===== config.mk =====
export PLATFORM = sky130hd
export DESIGN_NAME = result_arbiter
export DESIGN_NICKNAME = d
export VERILOG_FILES = /design/src/rtl/result_arbiter.sv
export SDC_FILE = /design/constraint.sdc
export NUM_CORES = 1
export LEC_CHECK = 0
export CAP_MARGIN = 20
export CORE_MARGIN = 5
export CORE_UTILIZATION = 37
export CTS_BUF_LIST = sky130_fd_sc_hd__clkbuf_4 sky130_fd_sc_hd__clkbuf_8 sky130_fd_sc_hd__clkbuf_16
export DETAILED_ROUTE_END_ITERATION = 10
export GPL_ROUTABILITY_DRIVEN = 0
export PLACE_DENSITY = 0.86
export SYNTH_ARGS = -nofsm -noshare
export SYNTH_HDL_FRONTEND = slang
export SYNTH_SLANG_ARGS = --single-unit
export TNS_END_PERCENT = 5

===== constraint.sdc =====
create_clock -name clk -period 4.8 [get_ports clk]
set_input_delay 0.96 -clock clk [delete_from_list [all_inputs] [get_ports clk]]
set_output_delay 0.96 -clock clk [all_outputs]
set_load 0.03 [all_outputs]

===== src/rtl/result_arbiter.sv =====
// result_arbiter
//   Four-requester arbiter with a single registered output slot. In each
//   accept slot (output empty, or consumer taking the held word) one valid
//   requester wins, its payload is registered into o_data and its index
//   into o_sel.
//
//   Winner selection:
//     default                  round-robin, search starts after last grant
//     RESULT_ARB_FIXED_PRIO_EN lowest-indexed valid requester wins
//
//   Ports:
//     clk          clock, rising edge
//     arstn        asynchronous active-low reset
//     i_req_valid  per-requester offer
//     i_data_0..3  requester payloads
//     o_req_ready  one-hot acceptance (combinational)
//     o_sel        index of the current / last grant
//     o_valid      output register holds unconsumed data
//     i_ready      consumer accepts o_data this cycle
//     o_data       registered winning payload
//
//   state | meaning
//   ------+-----------------------------------------
//   EMPTY | output slot free, o_valid=0
//   FULL  | output slot holds data, o_valid=1
module result_arbiter #(
    parameter int DATA_WIDTH = 32
) (
    input  logic                  clk,
    input  logic                  arstn,
    input  logic [3:0]            i_req_valid,
    input  logic [DATA_WIDTH-1:0] i_data_0,
    input  logic [DATA_WIDTH-1:0] i_data_1,
    input  logic [DATA_WIDTH-1:0] i_data_2,
    input  logic [DATA_WIDTH-1:0] i_data_3,
    output logic [3:0]            o_req_ready,
    output logic [1:0]            o_sel,
    output logic                  o_valid,
    input  logic                  i_ready,
    output logic [DATA_WIDTH-1:0] o_data
);

    typedef enum logic {
        EMPTY = 1'b0,
        FULL  = 1'b1
    } state_t;

    state_t                state_q, state_d;
    logic                  accept;
    logic                  grant;
    logic [1:0]            winner;
    logic [DATA_WIDTH-1:0] win_data;

`ifndef RESULT_ARB_FIXED_PRIO_EN
    logic [1:0] last_grant_q;
    logic [1:0] idx;
    logic       found;
`endif

    // Winner selection
    always_comb begin
        winner = 2'd0;
`ifdef RESULT_ARB_FIXED_PRIO_EN
        // Walk from highest to lowest so the lowest valid index is kept last.
        for (int k = 3; k >= 0; k--) begin
            if (i_req_valid[k]) begin
                winner = 2'(k);
            end
        end
`else
        found = 1'b0;
        idx   = 2'd0;
        // Offsets 1..4 visit last_grant+1 .. last_grant (2-bit wrap).
        for (int k = 1; k <= 4; k++) begin
            idx = last_grant_q + 2'(k);
            if (!found && i_req_valid[idx]) begin
                winner = idx;
                found  = 1'b1;
            end
        end
`endif
    end

    always_comb begin
        case (winner)
            2'd0:    win_data = i_data_0;
            2'd1:    win_data = i_data_1;
            2'd2:    win_data = i_data_2;
            default: win_data = i_data_3;
        endcase
    end

    // FSM next-state and acceptance. arstn gates the grant so o_req_ready
    // stays low for the whole reset, not just after the first edge.
    always_comb begin
        state_d     = state_q;
        accept      = (state_q == EMPTY) || i_ready;
        grant       = arstn && accept && (|i_req_valid);
        o_req_ready = 4'b0000;
        if (grant) begin
            o_req_ready = 4'b0001 << winner;
            state_d     = FULL;
        end else if (accept) begin
            state_d     = EMPTY;
        end
    end

    always_ff @(posedge clk or negedge arstn) begin
        if (!arstn) begin
            state_q <= EMPTY;
        end else begin
            state_q <= state_d;
        end
    end

    always_ff @(posedge clk or negedge arstn) begin
        if (!arstn) begin
            o_data <= '0;
            o_sel  <= 2'd0;
        end else if (grant) begin
            o_data <= win_data;
            o_sel  <= winner;
        end
    end

`ifndef RESULT_ARB_FIXED_PRIO_EN
    // Reset to 3 so the first search starts at requester 0.
    always_ff @(posedge clk or negedge arstn) begin
        if (!arstn) begin
            last_grant_q <= 2'd3;
        end else if (grant) begin
            last_grant_q <= winner;
        end
    end
`endif

    assign o_valid = (state_q == FULL);

endmodule


Yosys cells after proc, flatten, opt, wreduce, memory -nomap -nowiden
Index checks and enable logic that the tools add are counted.
{"block": "totals", "reg_bits": 37, "wordCells": 46}
{"block": "classes", "magnitude_cmp": 4, "shifts": 1, "addsub": 3, "muxes": 19, "eq_ne": 2, "n_bitwise": 1, "n_reduce_logical": 12}
{"operator": "$pmux 32 s3", "count": 1}
{"operator": "$lt 2x3->1 const B", "count": 4}
{"operator": "$mux 1", "count": 9}
{"operator": "$bmux 1 s2", "count": 4}
{"operator": "$mux 2", "count": 4}
{"operator": "$logic_and 1x1->1", "count": 5}
{"operator": "$add 2x2->2 const B", "count": 2}
{"operator": "$mux 4", "count": 1}
{"operator": "$reduce_or 4->1", "count": 1}
{"operator": "$shl 1x2->4 const A", "count": 1}
{"operator": "$logic_not 1->1", "count": 3}
{"operator": "$add 2x1->2 const B", "count": 1}
{"operator": "$eq 2x1->1 const B", "count": 1}
{"operator": "$eq 2x2->1 const B", "count": 1}
{"operator": "$logic_not 2->1", "count": 1}
{"operator": "$reduce_bool 2->1", "count": 1}
{"operator": "$logic_or 1x1->1", "count": 1}
{"operator": "$not 1->1", "count": 1}

Logic depth before layout (Yosys ltp)
Gate-level depths: netlist of run 1.
{"block": "depth", "depth_word": 15, "mapped_depth": 8}

Least setup slack after synthesis of run 1
No wires, ideal clock.
{"block": "synth_timing", "path_kind": "input -> output", "startpoint": "in i_req_valid[0]", "endpoint": "out o_req_ready[2]", "t_arrival_ps": 2334, "path_slack_ps": 1506, "t_required_ps": 3840, "cell_stages": 7, "n_path_buf": 2, "path_cell_list": "nor2_1 o31ai_1 a311oi_1 buf_6 clkbuf_4 nand2_1 nor2_1"}
{"block": "synth_between", "elab_chain_cells": 14, "elab_cells_between_ends": 25, "classes_between": "1 x shift; 16 x mux; 8 x reduce/logical"}
{"element": "from (decl)", "line": "31", "source": "input logic [3:0] i_req_valid,"}
{"element": "$bmux 1 s2", "line": "76", "source": "if (!found && i_req_valid[idx]) begin"}
{"element": "$mux 1 (not written as such)", "line": "76"}
{"element": "$mux 1", "line": "76"}
{"element": "$logic_not 1->1", "line": "76"}
{"element": "$logic_and 1x1->1", "line": "76"}
{"element": "$mux 1", "line": "76"}
{"element": "$logic_not 1->1", "line": "76"}
{"element": "$logic_and 1x1->1", "line": "76"}
{"element": "$mux 1", "line": "76"}
{"element": "$logic_not 1->1", "line": "76"}
{"element": "$logic_and 1x1->1", "line": "76"}
{"element": "$mux 2", "line": "76"}
{"element": "$shl 1x2->4", "line": "101", "source": "o_req_ready = 4'b0001 << winner;"}
{"element": "$mux 4 (*)", "line": "100", "source": "if (grant) begin"}
{"element": "to (decl)", "line": "36", "source": "output logic [3:0] o_req_ready,"}
Every way passes the cells marked *; elsewhere a longest branch is shown, timed or not. The select of a mux whose other input is x is not followed.

Worst setup path in the final report of run 1
{"block": "layout_timing", "startpoint": "in i_req_valid[1]", "endpoint": "out o_req_ready[2]"}
Same word-level chain as after synthesis.

==> flow_summary_export.csv, run 1 <==
group,metric,value,unit
routing,wl,8880,um
synthesis,yosysSeqAreaShare,39.4,%
grt,grt.busiest_layer,"met2",
clock_tree,cts_tree,"built",
grt,grt_pass1_wl,14400,um
power,peakVddDrop,0.214,mV
die,die_area,8060,um2
sta,setup_tns,0,ns
die,die_w,89.8,um
layout,diodes,0,
worst_setup_path,cp.required,3.84,ns
synthesis,synth.top_cell.area_share,37.2,%
clock_tree,cts.path.max_buffers,2,
synthesis,ys_warn_count,0,
worst_hold_path,holdCritStartpoint,"o_sel[0]$_DFFE_PN0P_",
clock_tree,clk_transition_reported_paths,0.07,ns
die,initial_core_util,37.5,%
routing,avgRoutedWirePerCell,19.0,um
layout,fin_util,67.2,%
grt,grt_util_met2,39.1,%
clock_tree,clock_sinks,37,
worst_setup_path,cpMaxStageDelayCell,"buf_4",
die,die_y,89.8,um
sta,final-setup-viol-count,0,
sta,worst-slew-pin-transition,0.751,ns
worst_setup_path,path_cells,"clkdlybuf4s50_1 -> nor2_1 -> o31ai_1 -> a311oi_4 -> buf_4 -> nand2_1 -> nor2_1 -> buf_4",
routing,postRouteAntennaNets,0,
power,powerDensity,389,nW/um2
sta,rsz0062_at_grt,"false",
routing,via_count,2553,
layout,stdcell_area,4220,um2
placed_design,port_buffers,173,
layout,areaGrowthSynthToFinish,79.3,%
power,p_leak,1.79,nW
routing,drt-initial-drc-count,84,
layout,fillCellCount,530,
die,pin_count,174,
sta,slew-limit-headroom,49.8,%
placed_design,dpl_cell_area,4130,um2
routing,via_per_inst,5.48,
layout,fin_nets,523,
sta,whs,0.520,ns
sta,period_needed,4.12,ns
worst_setup_path,slowest_delay,0.56,ns
die,core,6280,um2
grt,gr-usage-met3,8.51,%
sta,max_freq,0.243,GHz
sta,hold_viol_final,0,
grt,grt_util_all_layers,21.9,%
worst_setup_path,worstSetupPathType,"input port to output port",
routing,drc,0,
synthesis,syn_avg_cell_area,10.7,um2
clock_tree,htreeDepth,2,
synthesis,synth_area_leaders,"dfrtp_1, a221oi_2, mux2i_1",
synthesis,syn-num-nets,354,
worst_setup_path,worstPathArrival,3.16,ns
grt,overflow,0,
grt,antenna_found_initial,0,
job,cap_violations,0,
worst_setup_path,end_kind,"output port",
clock_tree,ctsHoldBuffers,0,
die,rows,29,
grt,use_met1,23.4,%
worst_setup_path,r2r-start,"last_grant_q[1]$_DFFE_PN1P_",
worst_setup_path,start_kind,"input port",
sta,skew,0.00607,ns
synthesis,dominantRegCellSynth,"dfrtp_1",
synthesis,synth_edf_count,0,
clock_tree,post_cts_buffers,0,
synthesis,synth_area,2350,um2
grt,grt_max_degree,39,
synthesis,synth_seq_cells,37,
layout,layout_common_cells,"clkdlybuf4s50_1, dfrtp_1, inv_1, o22ai_1, mux2i_1",
clock_tree,post_cts_resized,0,
outcome,run_status,"finished clean",
layout,final_common_cell,"clkdlybuf4s50_1",
clock_tree,cts_inserted_buffers,5,
worst_setup_path,reg2reg_slack,2.02,ns
power,total_power,1.64,mW
routing,first_pass_iters,4,
worst_setup_path,crit_fanout,34,
synthesis,synth_area_leader_cell,"dfrtp_1",
synthesis,yosysUniqueCellTypes,30,
synthesis,syn-instance-count,219,
placed_design,dpl.hpwl,6740,um
grt,first_global_vias,2863,
worst_hold_path,min_path_type,"flip-flop to flip-flop",
clock_tree,cts_root_buf,"clkbuf_8",
worst_setup_path,crit_path_start,"i_req_valid[1]",
synthesis,synthArstFlopShare,100,%
sta,final_max_slew_viol_count,0,
clock_tree,clkLatencyLatePin,0.28,ns
layout,drive_gt1_share,13.9,%
sta,post-route-period-util,85.9,%
stage by stage:
step	worst slack (ns)	instances
2_1_floorplan	1.51	219
3_3_place_gp	0.825	458
3_5_place_dp	0.685	458
4_1_cts	0.677	466
5_1_grt	0.484	466
6_report	0.677	466
worst paths after layout:
check | to | cells past startpoint
worst max-delay path | o_req_ready[2] | 8
worst min-delay path | o_sel[0]$_DFFE_PN0P_ | 2
worst max register to register | o_data[17]$_DFFE_PN0P_ | 6
worst min register to register | o_sel[0]$_DFFE_PN0P_ | 2
max in group asynchronous | last_grant_q[1]$_DFFE_PN1P_ | 2
min in group asynchronous | o_data[20]$_DFFE_PN0P_ | 2
per-layer routing:
| layer | wire [um] | vias up |
|---|---|---|
| met5 | 0 | - |
| met4 | 172 | 0 |
| met3 | 860 | 12 |
| met2 | 4670 | 133 |
| met1 | 3180 | 1225 |
| li1 | - | 1183 |
where the power goes:
group / internal (mW) / switching (mW) / total, mW / leakage (nW)
clock network: 0.120 / 0.106 / 0.226 / 0.0498
registers: 0.418 / 0.0644 / 0.482 / 0.404
logic: 0.443 / 0.491 / 0.934 / 1.34
cell families (layout without fill, tap and decap cells):
logic type | Yosys count | count (layout) | share of synthesized area (%)
buf+inv | 53 | 223 | 10.7
simple gates | 22 | 22 | 4.52
mux | 32 | 32 | 13.6
flops | 37 | 37 | 39.4
compound gates | 75 | 75 | 31.7
Yosys cell counts (2+ instances only):
| cell type | instances |
|---|---|
| buf_2 | 4 |
| dfrtp_1 | 35 |
| nor2b_1 | 3 |
| o22ai_1 | 33 |
| nor2_1 | 6 |
| a21oi_1 | 2 |
| a221oi_2 | 29 |
| clkbuf_4 | 3 |
| buf_6 | 5 |
| inv_1 | 34 |
| a221oi_1 | 3 |
| dfstp_2 | 2 |
| clkbuf_1 | 5 |
| mux2i_1 | 32 |
| nand2_1 | 8 |
sequential cells by signal (all words and copies together) (netlist names):
signal	flops
o_valid	1
last_grant_q	2
o_sel	2
o_data	32
worst max-delay path, delay by kind of cell:
family          cells  cell delay [ns]
buf+inv             3             1.25
compound gates      2             0.45
simple gates        3             0.51
area by class of cell:
class | instances | area (um2) | area share (%)
Sequential cell | 37 | 928 | 22.0
Timing Repair Buffer | 180 | 1770 | 42.1
Clock buffer | 8 | 91.3 | 2.16
Multi-Input combinational cell | 129 | 1200 | 28.4
Inverter | 35 | 131 | 3.11
Tap cell | 77 | 96.3 | 2.28
Power figures use the tool's default switching activity.
==> inputs of run 2 (changes only) <==
--- a/config.mk
+++ b/config.mk
@@ -9,6 +9,7 @@
 export CORE_MARGIN = 5
 export CORE_UTILIZATION = 37
 export CTS_BUF_LIST = sky130_fd_sc_hd__clkbuf_4 sky130_fd_sc_hd__clkbuf_8 sky130_fd_sc_hd__clkbuf_16
+export CTS_CLUSTER_DIAMETER = 120
 export DETAILED_ROUTE_END_ITERATION = 10
 export GPL_ROUTABILITY_DRIVEN = 0
 export PLACE_DENSITY = 0.86
==> constraint.sdc (replaced) <==
create_clock -name clk -period 4.8 [get_ports clk]
set_input_delay 0.48 -clock clk [delete_from_list [all_inputs] [get_ports clk]]
set_output_delay 0.48 -clock clk [all_outputs]
set_load 0.03 [all_outputs]
==> run 2 against run 1 <==
Largest power group unchanged; count of clock-buffer cells in the layout fell by 3; non-clock buffer count is the same; critical path depth decreased by 1; largest cell class unchanged; first-iteration DRC count up 6.0%.
==> flow_summary_export.csv, run 2 (synthesis results as in run 1) <==
group,metric,value,unit
outcome,run_status,"finished clean",
sta,final_max_slew_viol_count,0,
worst_setup_path,end_kind,"output port",
sta,max_freq,0.287,GHz
power,powerDensity,393,nW/um2
clock_tree,cts_tree,"built",
job,cap_violations,0,
worst_setup_path,cpMaxStageDelayCell,"and2_1",
worst_setup_path,crit_fanout,20,
worst_hold_path,min_path_type,"input port to asynchronous set/reset pin",
grt,antenna_found_initial,0,
layout,final_common_cell,"clkdlybuf4s50_1",
layout,fillCellCount,514,
layout,multiInputGateArea,1200,um2
grt,grt_pass1_wl,13300,um
grt,overflow,0,
layout,top_regs,"o_data (32), last_grant_q (2), o_sel (2)",
grt,first_global_vias,2615,
grt,grt_util_all_layers,20.0,%
worst_setup_path,cp.required,4.32,ns
worst_setup_path,worstPathArrival,3.00,ns
sta,period_needed,3.48,ns
power,p_leak,1.79,nW
sta,whs,0.264,ns
clock_tree,clock_sinks,37,
routing,postRouteAntennaNets,0,
die,die_w,89.8,um
worst_setup_path,start_kind,"input port",
sta,skew,0.00439,ns
die,rows,29,
layout,register_area,928,um2
clock_tree,clkLatencyLatePin,0.28,ns
routing,first_pass_iters,4,
clock_tree,cts_inserted_buffers,5,
sta,final-setup-viol-count,0,
placed_design,dp_slack,1.38,ns
sta,rsz0062_at_grt,"false",
placed_design,dpl.hpwl,6610,um
sta,worst-slew-pin-transition,0.822,ns
routing,via_count,2478,
layout,largest_reg_flops,32,
sta,slew-limit-headroom,45.2,%
die,die_y,89.8,um
worst_setup_path,worstSetupPathType,"input port to output port",
layout,layout_common_cells,"clkdlybuf4s50_1, dfrtp_1, inv_1, o22ai_1, mux2i_1",
die,die_area,8060,um2
clock_tree,post_cts_buffers,0,
routing,via_per_inst,5.33,
sta,setup_tns,0,ns
sta,final.setup.worst_slack,1.32,ns
sta,hold_viol_final,0,
layout,diodes,0,
routing,drt-initial-drc-count,89,
clock_tree,ctsHoldBuffers,0,
routing,wl,8360,um
worst_setup_path,slowest_delay,0.68,ns
clock_tree,cts.path.max_buffers,2,
die,core,6280,um2
routing,drc,0,
clock_tree,post_cts_resized,0,
power,peakVddDrop,0.229,mV
die,pin_count,174,
layout,fin_util,67.5,%
layout,regMostFlops,"o_data",
layout,fin_nets,523,
layout,areaGrowthSynthToFinish,80.0,%
sta,post-route-period-util,72.5,%
clock_tree,clk_transition_reported_paths,0.07,ns
grt,grt_max_degree,39,
clock_tree,cts_root_buf,"clkbuf_8",
routing,avgRoutedWirePerCell,18.0,um
worst_setup_path,path_cells,"clkdlybuf4s50_1 -> nor2_1 -> nand2_1 -> and2_1 -> nand2_1 -> nor2_1 -> clkdlybuf4s50_1",
die,initial_core_util,37.5,%
placed_design,port_buffers,173,
layout,drive_gt1_share,13.1,%
clock_tree,htreeDepth,2,
run 2: worst max-delay path, delay by kind of cell:
| kind | cells | cell delay (ns) |
|---|---|---|
| buffers and inverters | 2 | 1.25 |
| and+or+nand+nor | 5 | 1.28 |
run 2: worst paths after layout:
kind	start	to	slack, ns	cells past startpoint
worst min register to register	o_sel[1]$_DFFE_PN0P_	o_sel[1]$_DFFE_PN0P_	0.49	2
min in group clk	o_sel[1]$_DFFE_PN0P_	o_sel[1]$_DFFE_PN0P_	0.49	2
worst max register to register	o_valid$_DFFE_PN0P_	o_data[16]$_DFFE_PN0P_	2.26	6
worst min-delay path	arstn	o_valid$_DFFE_PN0P_	0.26	2
max in group asynchronous	arstn	last_grant_q[1]$_DFFE_PN1P_	4.18	2
worst max-delay path	i_req_valid[3]	o_req_ready[2]	1.32	7
run 2: layout make-up:
type	instances	share of cell area, %
clock buffers	5	1.62
clock inverters	2	0.827
inverters	35	3.10
multi-input cells	129	28.3
flip-flops and latches	37	21.9
well taps	77	2.27
repair buffers	180	42.0
run 2: layer usage:
metal | vias to the layer above | track usage (%) | share of wire (%)
li1 | 1173 | - | -
met1 | 1181 | 24.2 | 39
met2 | 120 | 34.8 | 52
met3 | 4 | 6.43 | 8.6
met4 | 0 | 4.16 | 0.72
met5 | - | 0 | 0
run 2: through the flow:
| stage | cell area, um2 | std cells | power, mW |
|---|---|---|---|
| after CTS | 4240 | 465 | 1.68 |
| after global placement | 4130 | 458 | 1.40 |
| after global routing | 4240 | 465 | 1.76 |
| after detailed placement | 4130 | 458 | 1.42 |
| final | 4240 | 465 | 1.67 |
| after floorplan | 2350 | 219 | 1.02 |
run 2: power breakdown:
part / switching [mW] / internal [mW]
Sequential: 0.0617 / 0.418
Clock: 0.108 / 0.151
Combinational: 0.483 / 0.445
